[config.mk]
export PLATFORM = sky130hd
export DESIGN_NAME = shared_mem_arbiter
export DESIGN_NICKNAME = d
export VERILOG_FILES = /design/src/rtl/shared_mem_arbiter.sv
export SDC_FILE = /design/constraint.sdc
export NUM_CORES = 1
export LEC_CHECK = 0
export CAP_MARGIN = 20
export CORE_AREA = 2 2 109 111
export DETAILED_ROUTE_END_ITERATION = 16
export DIE_AREA = 0 0 111 113
export PLACE_DENSITY_LB_ADDON = 0.05
export SLEW_MARGIN = 25
export SYNTH_ARGS = -nofsm -noshare
export SYNTH_HDL_FRONTEND = slang
export SYNTH_SLANG_ARGS = --single-unit
[constraint.sdc]
create_clock -name CLK -period 3.01 [get_ports CLK]
set_clock_uncertainty 0.05 [all_clocks]
set_input_delay 0.602 -clock CLK [delete_from_list [all_inputs] [get_ports CLK]]
set_output_delay 0.602 -clock CLK [all_outputs]
set_load 0.02 [all_outputs]
[src/rtl/shared_mem_arbiter.sv]
// Arbiter that shares one single-port synchronous memory between the
// instruction-fetch port (IF) and the data-memory port (DM).
// Only one transaction is in flight at a time. DM has priority, but after
// STARVE_MAX consecutive DM grants with IF waiting, IF gets the next slot.
// Grants are decided combinationally in IDLE and on the completion cycle of
// an access, so accesses can issue back to back.
module shared_mem_arbiter #(
    parameter int ADDR_W     = 32,
    parameter int DATA_W     = 32,
    parameter int MEM_LAT    = 1,
    parameter int STARVE_MAX = 4
) (
    input  logic                CLK,
    input  logic                RST_N,
    input  logic                flush,
    input  logic                if_req,
    input  logic [ADDR_W-1:0]   if_addr,
    output logic                if_gnt,
    output logic                if_rvalid,
    output logic [DATA_W-1:0]   if_rdata,
    input  logic                dm_req,
    input  logic                dm_we,
    input  logic [DATA_W/8-1:0] dm_be,
    input  logic [ADDR_W-1:0]   dm_addr,
    input  logic [DATA_W-1:0]   dm_wdata,
    output logic                dm_gnt,
    output logic                dm_rvalid,
    output logic [DATA_W-1:0]   dm_rdata,
    output logic                mem_en,
    output logic                mem_we,
    output logic [DATA_W/8-1:0] mem_be,
    output logic [ADDR_W-1:0]   mem_addr,
    output logic [DATA_W-1:0]   mem_wdata,
    input  logic [DATA_W-1:0]   mem_rdata,
    output logic                if_stall,
    output logic                mem_stall
);

    localparam int CNT_W = (MEM_LAT > 1) ? $clog2(MEM_LAT) : 1;
    localparam int STK_W = $clog2(STARVE_MAX + 1);
    localparam logic [CNT_W-1:0] CNT_INIT = CNT_W'(MEM_LAT - 1);
    localparam logic [STK_W-1:0] STK_MAX  = STK_W'(STARVE_MAX);

    typedef enum logic { ST_IDLE, ST_WAIT } state_t;
    typedef enum logic { OWN_IF,  OWN_DM  } owner_t;

    state_t           state_q,   state_d;
    owner_t           owner_q,   owner_d;
    logic [CNT_W-1:0] cnt_q,     cnt_d;
    logic [STK_W-1:0] streak_q,  streak_d;
    logic             discard_q, discard_d;
    logic             wr_q,      wr_d;      // outstanding DM access is a write

    logic busy;
    logic done;
    logic arb_en;
    logic if_win;

    // Arbitration: DM first unless IF has waited through STARVE_MAX DM grants.
    always_comb begin
        busy   = (state_q == ST_WAIT);
        done   = busy && (cnt_q == '0);
        arb_en = RST_N && (!busy || done);
        if_win = if_req && !flush && (!dm_req || (streak_q == STK_MAX));
        if_gnt = arb_en && if_win;
        dm_gnt = arb_en && dm_req && !if_win;
    end

    // Memory strobe and fields follow the winner; everything is 0 when idle.
    always_comb begin
        mem_en    = if_gnt || dm_gnt;
        mem_we    = 1'b0;
        mem_be    = '0;
        mem_addr  = '0;
        mem_wdata = '0;
        if (dm_gnt) begin
            mem_we    = dm_we;
            mem_be    = dm_be;
            mem_addr  = dm_addr;
            mem_wdata = dm_wdata;
        end else if (if_gnt) begin
            mem_be    = '1;
            mem_addr  = if_addr;
        end
    end

    // Completion pulses, returned data and pipeline stalls.
    always_comb begin
        if_rvalid = RST_N && done && (owner_q == OWN_IF) && !discard_q && !flush;
        dm_rvalid = RST_N && done && (owner_q == OWN_DM);
        if_rdata  = if_rvalid ? mem_rdata : '0;
        dm_rdata  = (dm_rvalid && !wr_q) ? mem_rdata : '0;
        if_stall  = RST_N && ((if_req && !if_gnt && !flush) ||
                              (busy && !done && (owner_q == OWN_IF)));
        mem_stall = RST_N && ((dm_req && !dm_gnt) ||
                              (busy && !done && (owner_q == OWN_DM)));
    end

    // Next-state: latency countdown, ownership, squash flag and IF starvation streak.
    always_comb begin
        state_d   = state_q;
        owner_d   = owner_q;
        cnt_d     = cnt_q;
        streak_d  = streak_q;
        discard_d = discard_q;
        wr_d      = wr_q;

        if (busy && !done) begin
            cnt_d = cnt_q - 1'b1;
        end

        if (done) begin
            state_d   = ST_IDLE;
            discard_d = 1'b0;
        end else if (busy && (owner_q == OWN_IF) && flush) begin
            discard_d = 1'b1;
        end

        if (if_gnt || dm_gnt) begin
            state_d   = ST_WAIT;
            cnt_d     = CNT_INIT;
            owner_d   = if_gnt ? OWN_IF : OWN_DM;
            wr_d      = dm_gnt && dm_we;
            discard_d = 1'b0;
        end

        if (arb_en) begin
            if (if_gnt || !if_req) begin
                streak_d = '0;
            end else if (dm_gnt && (streak_q != STK_MAX)) begin
                streak_d = streak_q + 1'b1;
            end
        end
    end

    // State register with synchronous active-low reset.
    always_ff @(posedge CLK) begin
        if (!RST_N) begin
            state_q   <= ST_IDLE;
            owner_q   <= OWN_IF;
            cnt_q     <= '0;
            streak_q  <= '0;
            discard_q <= 1'b0;
            wr_q      <= 1'b0;
        end else begin
            state_q   <= state_d;
            owner_q   <= owner_d;
            cnt_q     <= cnt_d;
            streak_q  <= streak_d;
            discard_q <= discard_d;
            wr_q      <= wr_d;
        end
    end

endmodule

======== After elaboration in Yosys (flattened, before gate mapping) ========
Index checks and enable logic that the tools add are counted.
word-level totals
  bits in registers ....................... 8
  input port bits ......................... 138
  output and inout bits ................... 140
  logic and storage cells ................. 72
operators by class
  add/subtract/negate cells ............... 2
  eq/ne operators ......................... 2
  mux-type cells .......................... 13
  bitwise gates (word level) .............. 3
  reductions and logical operators ........ 46
operators by type and width
  operator                                                        number
  32-bit 2-to-1 mux                                               5
  1-bit logical AND                                               25
  1-bit zero test                                                 10
  4-bit 2-to-1 mux                                                2
  1-bit logical OR                                                6
  3-bit 2-to-1 mux                                                2
  1-bit 2-to-1 mux                                                4
  2-bit nonzero test                                              2
  3-bit by 1-bit adder with 3-bit output (second input constant)  1
  3-bit equality test (second input constant)                     1
  3-bit inequality test (second input constant)                   1
  1-bit inverter                                                  3
  3-bit OR reduction                                              1
  2-bit AND reduction                                             1
  2-bit OR reduction                                              1
  1-bit subtractor (second input constant)                        1

======== Depth between registers and ports, before layout ========
  depth in word-level cells ............... 10
  mapped depth ............................ 7
  depth with buffers taken out ............ 5

======== Worst setup path after synthesis ========
OpenSTA, ideal clock, no wires.
  path type ............................... in2out
  from .................................... in dm_req
  to ...................................... out mem_addr[15]
  arrival ................................. 1.772 ns
  data required time ...................... 2.358 ns
  path slack .............................. 0.586 ns
  stages on the path ...................... 5
  path buffers ............................ 3
  cells stage by stage .................... buf_2 buf_2 clkbuf_1 nand3_1 o21ai_0
on the way
  longest elaborated chain between the ends .. 6
  elaborated cells on any way between the ends .. 9
  classes of those cells .................. 2 x mux; 7 x reduce/logical
RTL lines
  element                                                        RTL line  text
  start: declaration                                             21        input logic dm_req,
  1-bit zero test                                                64        if_win = if_req && !flush && (!dm_req || (streak_q == STK_MAX));
  1-bit logical OR                                               64
  1-bit logical AND                                              64
  1-bit logical AND / 1-bit zero test (equally long branches)    65, 66
  32-bit 2-to-1 mux / 1-bit logical AND (equally long branches)  81, 66
  32-bit 2-to-1 mux (*)                                          76        if (dm_gnt) begin
  end: declaration                                               32        output logic [ADDR_W-1:0] mem_addr,
Every way passes the cells marked *; elsewhere a longest branch is shown, timed or not.

======== Worst setup path in the final report ========
  from .................................... in RST_N
  to ...................................... out mem_addr[7]
on the way
  longest elaborated chain between the ends .. 4
  elaborated cells on any way between the ends .. 6
  classes of those cells .................. 2 x mux; 4 x reduce/logical
RTL lines
  element                                                        RTL line  text
  start: declaration                                             14        input logic RST_N,
  1-bit logical AND (*)                                          63        arb_en = RST_N && (!busy || done);
  1-bit logical AND, on equally long branches                    65, 66
  32-bit 2-to-1 mux / 1-bit logical AND (equally long branches)  81, 66
  32-bit 2-to-1 mux (*)                                          76
Marks and branches as above.

==> results.sh <==
export IMPL_setup_ws_ns=0.125
export IMPL_slowest_delay_ns=0.51
export IMPL_p_switching_uw=274
export IMPL_slew_headroom_pct=77.3
export IMPL_gp_congestion=0.770
export IMPL_synth_top_flop_cell="dfxtp_1"
export IMPL_clk_pin_slew_ns=0.04
export IMPL_synth_top_area_share_pct=33.4
export IMPL_p_clk_share_pct=26.7
export IMPL_p_sw_share_pct=32.6
export IMPL_yosys_area_top_type="and2_1"
export IMPL_synth_cell_area_um2=1830
export IMPL_fin_util_pct=43.1
export IMPL_crit_type="in2out"
export IMPL_synth_xor_area_share_pct=0
export IMPL_antenna_found_initial=0
export IMPL_hold_path_class="reg2reg"
export IMPL_ant_nets=0
export IMPL_track_usage_pct=15.0
export IMPL_initialDrtViolationCount=132
export IMPL_synthMuxAreaShare_pct=0.546
export IMPL_dr_total_vias=3111
export IMPL_ys_warn_count=0
export IMPL_ys_types=36
export IMPL_start_util_pct=16.3
export IMPL_synthTopCellsByArea="and2_1 (33%), nand4_1 (11%), nand3_1 (9.3%), o21ai_0 (9.0%), dfxtp_1 (8.7%)"
export IMPL_overflow=0
export IMPL_synth_async_sr_flop_share_pct=0
export IMPL_nFillCells=1145
export IMPL_timing_hold_ws_ns=0.434
export IMPL_cts_htree_levels=1
export IMPL_cap_violations=0
export IMPL_fp_dieW_um=111
export IMPL_cts_tree="yes"
export IMPL_critPathLaunchType="input port"
export IMPL_core_area_um2=11300
export IMPL_dieArea_um2=12500
export IMPL_crit_chain="clkdlybuf4s50_1, a21boi_4, buf_12, nand3_1, o21ai_0, dlygate4sd2_1"
export IMPL_fmax_ghz=0.347
export IMPL_grt_pass1_vias=2976
export IMPL_finalMaxSlewViolations=0
export IMPL_worst_pin_slew_ns=0.341
export IMPL_worstPathArrival_ns=2.23
export IMPL_dp_cells=697
export IMPL_via_per_inst=4.39
export IMPL_synth_fa_ha_area_share_pct=1.36
export IMPL_drive_above_1_share_pct=6.73
export IMPL_synth_cells=293
export IMPL_ioPinCount=278
export IMPL_synthSimpleGateAreaFrac_pct=62.1
export IMPL_fin_cells=708
export IMPL_root_buffer="clkbuf_16"
export IMPL_yosysSeqAreaShare_pct=8.73
export IMPL_synth_top_family_by_area="simple AND/OR/NAND/NOR gates"
export IMPL_period_needed_ns=2.88
export IMPL_finalNetCount=707
export IMPL_cts_sinks=8
export IMPL_synth_compound_area_share_pct=17.4
export IMPL_synth_commonest_cells="and2_1 (98), nand3_1 (34), o21ai_0 (33)"
export IMPL_setup_violations_final=0
export IMPL_antenna_cells=0
export IMPL_port_buffers=277
export IMPL_syn_nets=433
export IMPL_dp_hpwl_um=8140
export IMPL_synth_edf_count=0
export IMPL_p_per_area_nw_per_um2=173
export IMPL_area_growth_pct=165
export IMPL_internal_power_uw=566
export IMPL_finalWirelength_um=10200
export IMPL_seq_power_share_pct=13.5
export IMPL_total_power_uw=840
export IMPL_finalCritPeriodShare_pct=95.8
export IMPL_clock_latency_ns=0.23
export IMPL_yosysMostFrequentCell="and2_1"
export IMPL_clk_path_buf_depth=2
export IMPL_critical_path_peak_fanout=40
export IMPL_grt_pass1_wl_um=15700
export IMPL_die_y_um=113
export IMPL_outcome="finished, final reports clean"
export IMPL_avgRoutedWirePerCell_um=14.5
export IMPL_leakage_nw=2.44
export IMPL_drtPass1Iterations=6
export IMPL_critPathSlowestCell="clkdlybuf4s50_1"
export IMPL_cts_buffers=3
export IMPL_rows=39
export IMPL_syn_area_per_cell_um2=6.26
export IMPL_combPwrFrac_pct=59.8
export IMPL_rsz0062_at_grt="no"
export IMPL_crit_path_end_kind="output port"
export IMPL_crit_required_ns=2.36
export IMPL_drc_errors=0
export IMPL_synth_seq_cells=8
export IMPL_ir_drop_mv=0.139
export IMPL_grt_max_degree=41
export IMPL_dp_slack_ns=-0.196
export IMPL_final_hold_viol_count=0
==> power by group through the flow <==
stage	registers, mW	clock network [mW]	logic, mW
2_1_floorplan	0.115	0	0.193
3_3_place_gp	0.115	0	0.531
3_5_place_dp	0.115	0	0.534
4_1_cts	0.113	0.227	0.504
5_1_grt	0.113	0.235	0.543
6_report	0.113	0.224	0.502
==> sequential cells by signal (all words and copies together), names as in the netlist <==
signal,cells
wr_q,1
owner_q,1
cnt_q,1
discard_q,1
busy,1
streak_q,3
==> per-stage QoR <==
step	area [µm²]	setup TNS, ns
floorplan	1830	0
global placement	4840	-14.22
detailed placement	4840	-14.93
CTS	4820	0
global route	4860	0
finish	4860	0
==> final cells by class <==
type                    instances  area [µm²]  area share, %
well taps                     143         179           3.68
inverters                       3        11.3          0.232
clock buffers                   3        75.1           1.55
multi-input cells             251        1550           32.0
flip-flops and latches          8         160           3.30
repair buffers                300        2880           59.3
==> layer usage <==
| layer | up-vias | global-route usage (%) | wire, µm |
|---|---|---|---|
| met5 | - | 0 | 0 |
| met4 | 0 | 2.92 | 140 |
| met3 | 10 | 3.48 | 787 |
| met2 | 156 | 29.6 | 5600 |
| met1 | 1365 | 16.5 | 3720 |
| li1 | 1580 | - | - |
==> final timing paths <==
path / startpoint / endpoint / slack [ns] / depth (start not counted)
worst min-delay path: wr_q$_SDFFE_PN0P_ / wr_q$_SDFFE_PN0P_ / 0.43 / 1
worst min register to register: wr_q$_SDFFE_PN0P_ / wr_q$_SDFFE_PN0P_ / 0.43 / 1
worst max-delay path: RST_N / mem_addr[7] / 0.13 / 6
worst max register to register: streak_q[0]$_SDFFE_PN0P_ / wr_q$_SDFFE_PN0P_ / 1.27 / 7
==> critical path: cells and delay by family <==
family	cells	cell delay (ns)
buffers and inverters	3	1.09
AO/OA/AOI/OAI	2	0.42
AND/OR/NAND/NOR	1	0.09
==> cell families after synthesis <==
kind of cell,after synthesis
AND/OR/NAND/NOR,192
multiplexers,1
buffers and inverters,36
AO/OA/AOI/OAI,54
flip-flops,8
adder cells (fa/ha/maj),2
==> cell usage in the layout, fill, tap and decap left out, types with 8 or more instances in the layout <==
| master | Yosys | routed |
|---|---|---|
| and2_1 | 98 | 98 |
| dlygate4sd2_1 | 0 | 133 |
| buf_12 | 0 | 8 |
| dfxtp_1 | 8 | 8 |
| nand2_1 | 10 | 10 |
| clkdlybuf4s50_1 | 0 | 138 |
| nand4_1 | 32 | 32 |
| nand3_1 | 34 | 34 |
| o21ai_0 | 33 | 33 |
| buf_4 | 6 | 15 |
==> repair_timing <==
item | CTS | global route
hold buffers | 0 | 0
endpoints found under the setup margin | 136 | 10
gates resized for setup | 142 | 6
buffers inserted | 3 | 3
gates cloned | 2 | 0
pin swaps | 2 | 1
No activity file was read; power rests on OpenSTA's default activity.
